--- config.mk ---
export PLATFORM = sky130hd
export DESIGN_NAME = cq_completion_tracker
export DESIGN_NICKNAME = d
export VERILOG_FILES = /design/src/rtl/cq_pkg.sv /design/src/rtl/cq_slot_vector.sv /design/src/rtl/cq_completion_tracker.sv
export SDC_FILE = /design/constraint.sdc
export NUM_CORES = 1
export LEC_CHECK = 0
export CAP_MARGIN = 40
export CORE_MARGIN = 8
export CORE_UTILIZATION = 43
export CTS_BUF_LIST = sky130_fd_sc_hd__clkbuf_16
export CTS_CLUSTER_SIZE = 10
export DETAILED_ROUTE_END_ITERATION = 8
export PLACE_DENSITY = 0.84
export SETUP_SLACK_MARGIN = 0.05
export SYNTH_ARGS = -nofsm -noshare
export SYNTH_HDL_FRONTEND = slang
export SYNTH_SLANG_ARGS = --single-unit
--- constraint.sdc ---
create_clock -name clk -period 4.22 [get_ports clk]
set_input_delay 1.266 -clock clk [delete_from_list [all_inputs] [get_ports clk]]
set_output_delay 1.266 -clock clk [all_outputs]
set_load 0.02 [all_outputs]
--- src/rtl/cq_pkg.sv ---
// Shared definitions for the commit-queue tracker and the tag-routing decoder.
//   TAG_W        tag width (8-bit, wrapping)
//   CQ_SIZE      default queue depth
//   IDX_W        width of a slot index / occupancy value (covers depth 1..16)
//   tag_t        tag type
//   onehot_index index of the lowest set bit of a one-hot slot vector
package cq_pkg;

  localparam int TAG_W   = 8;
  localparam int CQ_SIZE = 4;
  localparam int IDX_W   = 5;
  localparam int MAX_SLOTS = 16;

  typedef logic [TAG_W-1:0] tag_t;

  // Lowest set bit wins, so a malformed multi-hot vector still flushes
  // from the oldest flagged slot. An all-zero vector returns 0; callers
  // must qualify with a reduction-OR.
  function automatic logic [IDX_W-1:0] onehot_index(input logic [MAX_SLOTS-1:0] vec);
    logic [IDX_W-1:0] idx;
    idx = '0;
    for (int i = MAX_SLOTS - 1; i >= 0; i--) begin
      if (vec[i]) idx = IDX_W'(i);
    end
    return idx;
  endfunction

endpackage

--- src/rtl/cq_slot_vector.sv ---
// Per-slot done bits of the commit queue, slot 0 = oldest.
//   clk, rst     clock / asynchronous active-high reset
//   set_i        completion vector (OR of all take vectors)
//   cnt_i        current occupancy; sets at or above it are ignored
//   shift_i      retire: shift toward slot 0, top slot cleared
//   cnt_next_i   occupancy after this cycle; bits at or above it are cleared
//   done_o       registered done bits
module cq_slot_vector
  import cq_pkg::*;
#(
  parameter int SIZE = CQ_SIZE
) (
  input  logic             clk,
  input  logic             rst,
  input  logic [SIZE-1:0]  set_i,
  input  logic [IDX_W-1:0] cnt_i,
  input  logic             shift_i,
  input  logic [IDX_W-1:0] cnt_next_i,
  output logic [SIZE-1:0]  done_o
);

  logic [SIZE-1:0] done_q;
  logic [SIZE-1:0] done_d;

  // Completions merge before the retire shift, so a take on slot i lands at
  // i-1 and a take on slot 0 is dropped with the retiring op. Masking with
  // the next occupancy clears killed slots and keeps every unoccupied bit at
  // 0, which means a freshly allocated slot always starts not-done.
  always_comb begin
    done_d = done_q;
    for (int i = 0; i < SIZE; i++) begin
      if (set_i[i] && (IDX_W'(i) < cnt_i)) done_d[i] = 1'b1;
    end
    if (shift_i) done_d = done_d >> 1;
    for (int i = 0; i < SIZE; i++) begin
      if (IDX_W'(i) >= cnt_next_i) done_d[i] = 1'b0;
    end
  end

  always_ff @(posedge clk or posedge rst) begin
    if (rst) done_q <= '0;
    else     done_q <= done_d;
  end

  assign done_o = done_q;

endmodule

--- src/rtl/cq_completion_tracker.sv ---
// In-order commit queue tracker. Hands out sequential 8-bit tags, records
// completions, retires in order and advances newBase, flushes on kill.
//   clk, reset            clock / asynchronous active-high reset
//   allocValid/Ready/Tag  dispatch handshake; tag = newBase+1+count
//   takeA..takeD          one-hot completion vectors, bit 0 = oldest slot
//   kill, execEventSignal one-hot flush point, qualified by the event
//   newBase               tag of the last retired op
//   retireValid/Ready/Tag commit handshake; tag = newBase+1
//   count                 occupied slots
module cq_completion_tracker
  import cq_pkg::*;
#(
  parameter int SIZE = CQ_SIZE
) (
  input  logic                       clk,
  input  logic                       reset,
  input  logic                       allocValid,
  output logic                       allocReady,
  output logic [TAG_W-1:0]           allocTag,
  input  logic [SIZE-1:0]            takeA,
  input  logic [SIZE-1:0]            takeB,
  input  logic [SIZE-1:0]            takeC,
  input  logic [SIZE-1:0]            takeD,
  input  logic [SIZE-1:0]            kill,
  input  logic                       execEventSignal,
  output logic [TAG_W-1:0]           newBase,
  output logic                       retireValid,
  input  logic                       retireReady,
  output logic [TAG_W-1:0]           retireTag,
  output logic [$clog2(SIZE+1)-1:0]  count
);

  localparam int CW = $clog2(SIZE + 1);

  tag_t            newBase_q, newBase_d;
  logic [CW-1:0]   count_q, count_d;
  logic [SIZE-1:0] done;
  logic [SIZE-1:0] take_any;
  logic            kill_act;
  logic [IDX_W-1:0] kill_j;
  logic            alloc_fire, ret_fire;
  logic [IDX_W-1:0] cnt_ext, cnt_after_ret, clr_from, cnt_next;

  assign take_any = takeA | takeB | takeC | takeD;
  assign kill_act = execEventSignal & (|kill);
  assign kill_j   = onehot_index(MAX_SLOTS'(kill));
  assign cnt_ext  = IDX_W'(count_q);

  // A flush at slot 0 takes the head with it, so it must not retire.
  assign retireValid = (count_q != '0) & done[0] & ~(kill_act & (kill_j == '0));
  assign retireTag   = newBase_q + 8'd1;
  assign ret_fire    = retireValid & retireReady;

  // Full stays full even if the head retires this cycle.
  assign allocReady = (count_q < CW'(SIZE)) & ~kill_act;
  assign allocTag   = newBase_q + 8'd1 + TAG_W'(count_q);
  assign alloc_fire = allocValid & allocReady;

  // The kill index is relative to the pre-retire slots; when the head
  // retires in the same cycle everything moves down one, so the cut does too.
  // ret_fire is 0 whenever kill_j is 0, so clr_from cannot underflow.
  always_comb begin
    cnt_after_ret = cnt_ext - IDX_W'(ret_fire);
    clr_from      = kill_j - IDX_W'(ret_fire);
    cnt_next      = cnt_after_ret + IDX_W'(alloc_fire);
    if (kill_act && (clr_from < cnt_after_ret)) cnt_next = clr_from;
    count_d   = CW'(cnt_next);
    newBase_d = newBase_q + TAG_W'(ret_fire);
  end

  always_ff @(posedge clk or posedge reset) begin
    if (reset) begin
      newBase_q <= '0;
      count_q   <= '0;
    end else begin
      newBase_q <= newBase_d;
      count_q   <= count_d;
    end
  end

  cq_slot_vector #(.SIZE(SIZE)) u_slots (
    .clk        (clk),
    .rst        (reset),
    .set_i      (take_any),
    .cnt_i      (cnt_ext),
    .shift_i    (ret_fire),
    .cnt_next_i (cnt_next),
    .done_o     (done)
  );

  assign newBase = newBase_q;
  assign count   = count_q;

endmodule
==> results of run 1 <==
==> through the flow <==
step | utilization | power (mW) | setup TNS (ns) | instances
finish | 0.670 | 1.74 | 0 | 236
global route | 0.670 | 1.86 | 0 | 236
CTS | 0.667 | 1.74 | 0 | 236
detailed placement | 0.641 | 1.54 | -0.0297 | 232
global placement | 0.641 | 1.49 | 0 | 232
floorplan | - | 1.05 | 0 | 143
==> power breakdown <==
part	switching (mW)	internal, mW
registers	0.0691	0.201
clock network	0.0585	0.126
logic	0.692	0.595
total	0.820	0.922
==> kinds of logic after synthesis <==
logic type               share of synthesized area
flip-flops                                   0.285
XOR/XNOR                                     0.140
multiplexers                                0.0323
AO/OA/AOI/OAI                                0.138
buffers and inverters                       0.0552
AND/OR/NAND/NOR                              0.191
adder cells (fa/ha/maj)                      0.158
==> critical path, stage by stage (launching register included) <==
cell,delay [ns]
dfrtp_1,0.44
ha_1,0.38
ha_1,0.30
a21o_1,0.15
a21oi_1,0.26
nor3_2,0.09
nand3_1,0.12
xnor2_1,0.12
clkdlybuf4s50_1,0.64
==> routing by layer <==
| metal | vias to the layer above | wire [µm] | track usage | share of wire |
|---|---|---|---|---|
| met5 | - | 0 | 0 | 0 |
| met1 | 632 | 1580 | 0.162 | 0.41 |
| li1 | 616 | - | - | - |
| met2 | 37 | 1960 | 0.276 | 0.51 |
| met4 | 0 | 90 | 0.0577 | 0.023 |
| met3 | 10 | 219 | 0.0349 | 0.057 |
==> layout make-up <==
class | instances | area (µm²)
Clock buffer | 3 | 75.1
Clock inverter | 1 | 3.75
Inverter | 15 | 56.3
Multi-Input combinational cell | 111 | 872
Sequential cell | 15 | 375
Timing Repair Buffer | 58 | 571
Fill cell | 242 | 983
Tap cell | 33 | 41.3
==> state kept, by name, indices dropped and copies added (netlist names) <==
signal,count
newBase,8
u_slots.done_o,4
count,3
==> how the worst min path moves through the flow <==
stage	end	slack, ns
floorplan	u_slots.done_o[3]	0.53
global placement	newBase[7]	0.50
detailed placement	newBase[7]	0.51
CTS	newBase[7]	0.52
global route	newBase[7]	0.54
finish	newBase[7]	0.52
==> synth_stat cells, types with 3 or more instances <==
library cell | count | share of area
dfrtp_1 | 15 | 0.29
o21ai_0 | 5 | 0.019
ha_1 | 15 | 0.14
a21oi_1 | 7 | 0.027
nand2_1 | 5 | 0.014
nor2_1 | 13 | 0.037
inv_1 | 15 | 0.043
nand3_1 | 8 | 0.030
nor3_1 | 4 | 0.015
nor4_1 | 3 | 0.014
nand2b_1 | 3 | 0.014
xor2_1 | 11 | 0.073
xnor2_1 | 10 | 0.067
==> repair_timing <==
| item | 4_1_cts | 5_1_grt |
|---|---|---|
| endpoints found under the setup margin | 0 | 3 |
| gates resized for setup | 0 | 3 |
| buffers inserted | 0 | 0 |
| hold endpoints to repair | 0 | 0 |
==> qor.yml, run 1 <==
synth:
  yosysSeqAreaShare: 0.285
  postSynthCellCount: 143
  synth_ff_type: "dfrtp_1"
  synth_area_um2: 1320
  syn_area_per_cell_um2: 9.20
  synth.distinct_cells: 36
  synth_fp_nets: 184
  ys_seq_elements: 15
  async_reset_ff_frac: 1.00
  synth_edf_count: 0
  yosys_warnings: 0
place:
  place_area_um2: 1910
  place.gp.congestion: 0.904
  pre_cts_ws_ns: -0.0297
  post-dp-hpwl_um: 3110
  io_buffers: 53
global_routing:
  antenna_found_initial: 0
  grt_max_degree: 16
  grt_pass1_vias: 1346
  gr-total-overflow: 0
  grt_util_all_layers: 0.150
  grt_pass1_wl_um: 6220
worst_hold_path:
  hold_path_class: "flop to flop"
  hold_depth: 1
  min-delay-start: "newBase[7]"
cells_and_area:
  drive_above_1_share: 0.0887
  insertedDiodeCount: 0
  final_area_um2: 1990
  final_common_cell: "clkdlybuf4s50_1"
  final_cell_mix: "clkdlybuf4s50_1, inv_1, ha_1, dfrtp_1, nor2_1"
  nNetsFinal: 245
  syn2layout_area_growth_pct: 51.7
detailed_routing:
  drc: 0
  wl_per_cell_um: 16.3
  viasPerCell: 5.49
  drt-initial-drc-count: 64
  wl_um: 3850
  drtPass1Iterations: 4
  antenna_left: 0
  num_vias: 1295
setup_path:
  regToRegEndpoint: "u_slots.done_o[2]"
  cp.arrival_ns: 2.75
  startpoint: "newBase[0]"
  crit_end: "allocTag[7]"
  cp_max_fo: 5
  worstSetupPathType: "flop to output port"
  endpoint_kind: "output port"
  startpoint_type: "flop"
  r2r_setup_slack_ns: 1.11
  r2r.worst_path.cells: 13
  cp_data_required_time_ns: 2.95
  r2r-start: "count[1]"
cts:
  cts-hold-fix-buffers: 0
  clkTransAtPathRegs_ns: 0.05
  htreeDepth: 1
  cts_buffers: 3
  root_buffer: "clkbuf_16"
  cts_sinks: 15
  insertion_delay_ns: 0.25
  cts_max_path_buffers: 2
  cts_tree: "yes"
sta:
  layout_setup_ws_ns: 0.204
  slew_headroom: 0.612
  rsz0062_at_grt: "no"
  hold_viol_final: 0
  min_period_ns: 4.02
  fin_skew_ns: 0.00443
  hold_ws_ns: 0.519
  clock.fmax_mhz: 249
  post-route-period-util: 0.952
  tightestPinTransition_ns: 0.581
  slew_violations: 0
  finalSetupViolations: 0
floorplanning:
  die_w_um: 71.3
  die-area_um2: 5080
  core_region_area_um2: 2980
  rows: 20
  die_y_um: 71.3
  ioPinCount: 54
  start_util: 0.442
pwr:
  p_leak_nw: 0.931
  p_per_area_nw_per_um2: 873
  peakVddDrop_mv: 0.385
run_status:
  status: "complete, no violations"
run:
  cap_violations: 0
Power figures use the tool's default switching activity.
==> run 2, diff against run 1 <==
--- a/config.mk
+++ b/config.mk
@@ -11,8 +11,10 @@
 export CTS_BUF_LIST = sky130_fd_sc_hd__clkbuf_16
 export CTS_CLUSTER_SIZE = 10
 export DETAILED_ROUTE_END_ITERATION = 8
+export GPL_TIMING_DRIVEN = 1
 export PLACE_DENSITY = 0.84
 export SETUP_SLACK_MARGIN = 0.05
 export SYNTH_ARGS = -nofsm -noshare
 export SYNTH_HDL_FRONTEND = slang
 export SYNTH_SLANG_ARGS = --single-unit
+export TNS_END_PERCENT = 10
==> run 2 against run 1 <==
Compared with the run above:
- worst setup slack lost 0.049 ns
- register-to-register slack lost 0.08 ns
- combinational power is essentially flat
- non-clock buffer count is the same
- design area shrank 0.25%
- critical endpoint unchanged
- critical path type unchanged
- global-route usage is the same
==> qor.yml, run 2 (same netlist as run 1, synthesis figures left out) <==
run_status:
  status: "complete, no violations"
cts:
  cts_tree: "yes"
  cts-hold-fix-buffers: 0
  post-cts-setup-buffers: 0
  cts_max_path_buffers: 2
  cts_sinks: 15
  cts_buffers: 3
  clkTransAtPathRegs_ns: 0.05
  root_buffer: "clkbuf_16"
  htreeDepth: 1
  cts_resized: 0
  insertion_delay_ns: 0.25
setup_path:
  r2r_setup_slack_ns: 1.03
  cp_num_buf_inv: 1
  slowest_stage: "clkdlybuf4s50_1"
  cp_data_required_time_ns: 2.95
  critPathMaxStageDelay_ns: 0.64
  regToRegEndpoint: "u_slots.done_o[2]"
  startpoint_type: "flop"
  cp.arrival_ns: 2.80
  r2r.worst_path.cells: 13
  r2r-start: "count[2]"
  cp_common_cell: "ha_1"
  cp_max_fo: 5
  crit_family: "buffers and inverters"
  path_cells: "ha_1, xor2_1, ha_1, a21oi_1, nor3_1, nand3_1, xnor2_1, clkdlybuf4s50_1"
  endpoint_kind: "output port"
  worstSetupPathType: "flop to output port"
detailed_routing:
  wl_per_cell_um: 16.3
  num_vias: 1290
  antenna_left: 0
  viasPerCell: 5.47
  drtPass1Iterations: 4
  drt-initial-drc-count: 50
  wl_um: 3840
  drc: 0
floorplanning:
  rows: 20
  start_util: 0.442
  die_w_um: 71.3
  ioPinCount: 54
  die_y_um: 71.3
  core_region_area_um2: 2980
  die-area_um2: 5080
cells_and_area:
  final_common_cell: "clkdlybuf4s50_1"
  largest_register_ffs: 8
  drive_above_1_share: 0.0837
  nNetsFinal: 245
  syn2layout_area_growth_pct: 51.3
  final_cell_mix: "clkdlybuf4s50_1, inv_1, ha_1, dfrtp_1, nor2_1"
  insertedDiodeCount: 0
  finish.utilization: 0.668
place:
  place.gp.congestion: 0.904
  io_buffers: 53
  post-dp-hpwl_um: 3110
pwr:
  p_per_area_nw_per_um2: 871
  seqPwrFrac: 0.156
  p_leak_nw: 0.930
  p_clk_frac: 0.106
  peakVddDrop_mv: 0.381
  combPwrFrac: 0.738
  intPower_mw: 0.920
  p_sw_mw: 0.813
  switching_share: 0.469
sta:
  fin_skew_ns: 0.00430
  post-route-period-util: 0.963
  finalSetupViolations: 0
  hold_ws_ns: 0.518
  hold_viol_final: 0
  min_period_ns: 4.06
  slew_violations: 0
  tightestPinTransition_ns: 0.585
  clock.fmax_mhz: 246
  rsz0062_at_grt: "yes"
  slew_headroom: 0.610
worst_hold_path:
  hold_end: "newBase[7]"
  hold_path_class: "flop to flop"
  hold_depth: 1
  min-delay-start: "newBase[7]"
run:
  cap_violations: 0
global_routing:
  grt_pass1_wl_um: 6220
  grt_max_degree: 16
  gr-total-overflow: 0
  grt_pass1_vias: 1346
  grt_util_all_layers: 0.150
  antenna_found_initial: 0
==> run 2: cell count changes in the layout (fill, tap and decap cells not counted) <==
cell and change:
o21ai_0 +1, nor3_1 +1, o21ai_1 -1, nor3_2 -1
==> run 2: power by group through the flow <==
stage / sequential (mW) / clock, mW / combinational [mW]
after floorplan: 0.305 / 0 / 0.743
after global placement: 0.269 / 0 / 1.23
after detailed placement: 0.271 / 0 / 1.27
after CTS: 0.270 / 0.183 / 1.29
after global routing: 0.279 / 0.193 / 1.38
final: 0.271 / 0.184 / 1.28
==> run 2: final cells by class <==
class | instances | area (µm²)
Clock inverter | 1 | 3.75
Clock buffer | 3 | 75.1
Tap cell | 33 | 41.3
Fill cell | 242 | 988
Sequential cell | 15 | 375
Inverter | 15 | 56.3
Multi-Input combinational cell | 111 | 867
Timing Repair Buffer | 58 | 571
==> run 2: worst max path at each step <==
| stage | from | end | cells after the start |
|---|---|---|---|
| after floorplan | execEventSignal | u_slots.done_o[2] | 11 |
| after global placement | execEventSignal | u_slots.done_o[2] | 12 |
| after detailed placement | execEventSignal | u_slots.done_o[2] | 12 |
| after CTS | kill[0] | allocReady | 5 |
| after global routing | execEventSignal | u_slots.done_o[2] | 12 |
| final | newBase[0] | allocTag[7] | 8 |
==> run 2: through the flow <==
step / cells / cell area [µm²] / setup slack (ns) / power (mW) / setup TNS, ns
after floorplan: 143 / 1320 / 0.342 / 1.05 / 0
after global placement: 232 / 1910 / 0.128 / 1.49 / 0
after detailed placement: 232 / 1910 / -0.0297 / 1.54 / -0.0297
after CTS: 236 / 1990 / 0.143 / 1.74 / 0
after global routing: 236 / 1990 / 0.0339 / 1.85 / 0
final: 236 / 1990 / 0.156 / 1.73 / 0
==> run 2: per-layer routing <==
metal	track usage	share of wire
met1	0.162	0.41
met2	0.276	0.51
met3	0.0349	0.061
met4	0.0577	0.021
met5	0	0
==> run 3, diff against run 2 <==
--- a/config.mk
+++ b/config.mk
@@ -5,6 +5,7 @@
 export SDC_FILE = /design/constraint.sdc
 export NUM_CORES = 1
 export LEC_CHECK = 0
+export ABC_CLOCK_PERIOD_IN_PS = 4220
 export CAP_MARGIN = 40
 export CORE_MARGIN = 8
 export CORE_UTILIZATION = 43
==> results of run 3 <==
The final DEF is identical to that of run 2; final timing and power are the same.
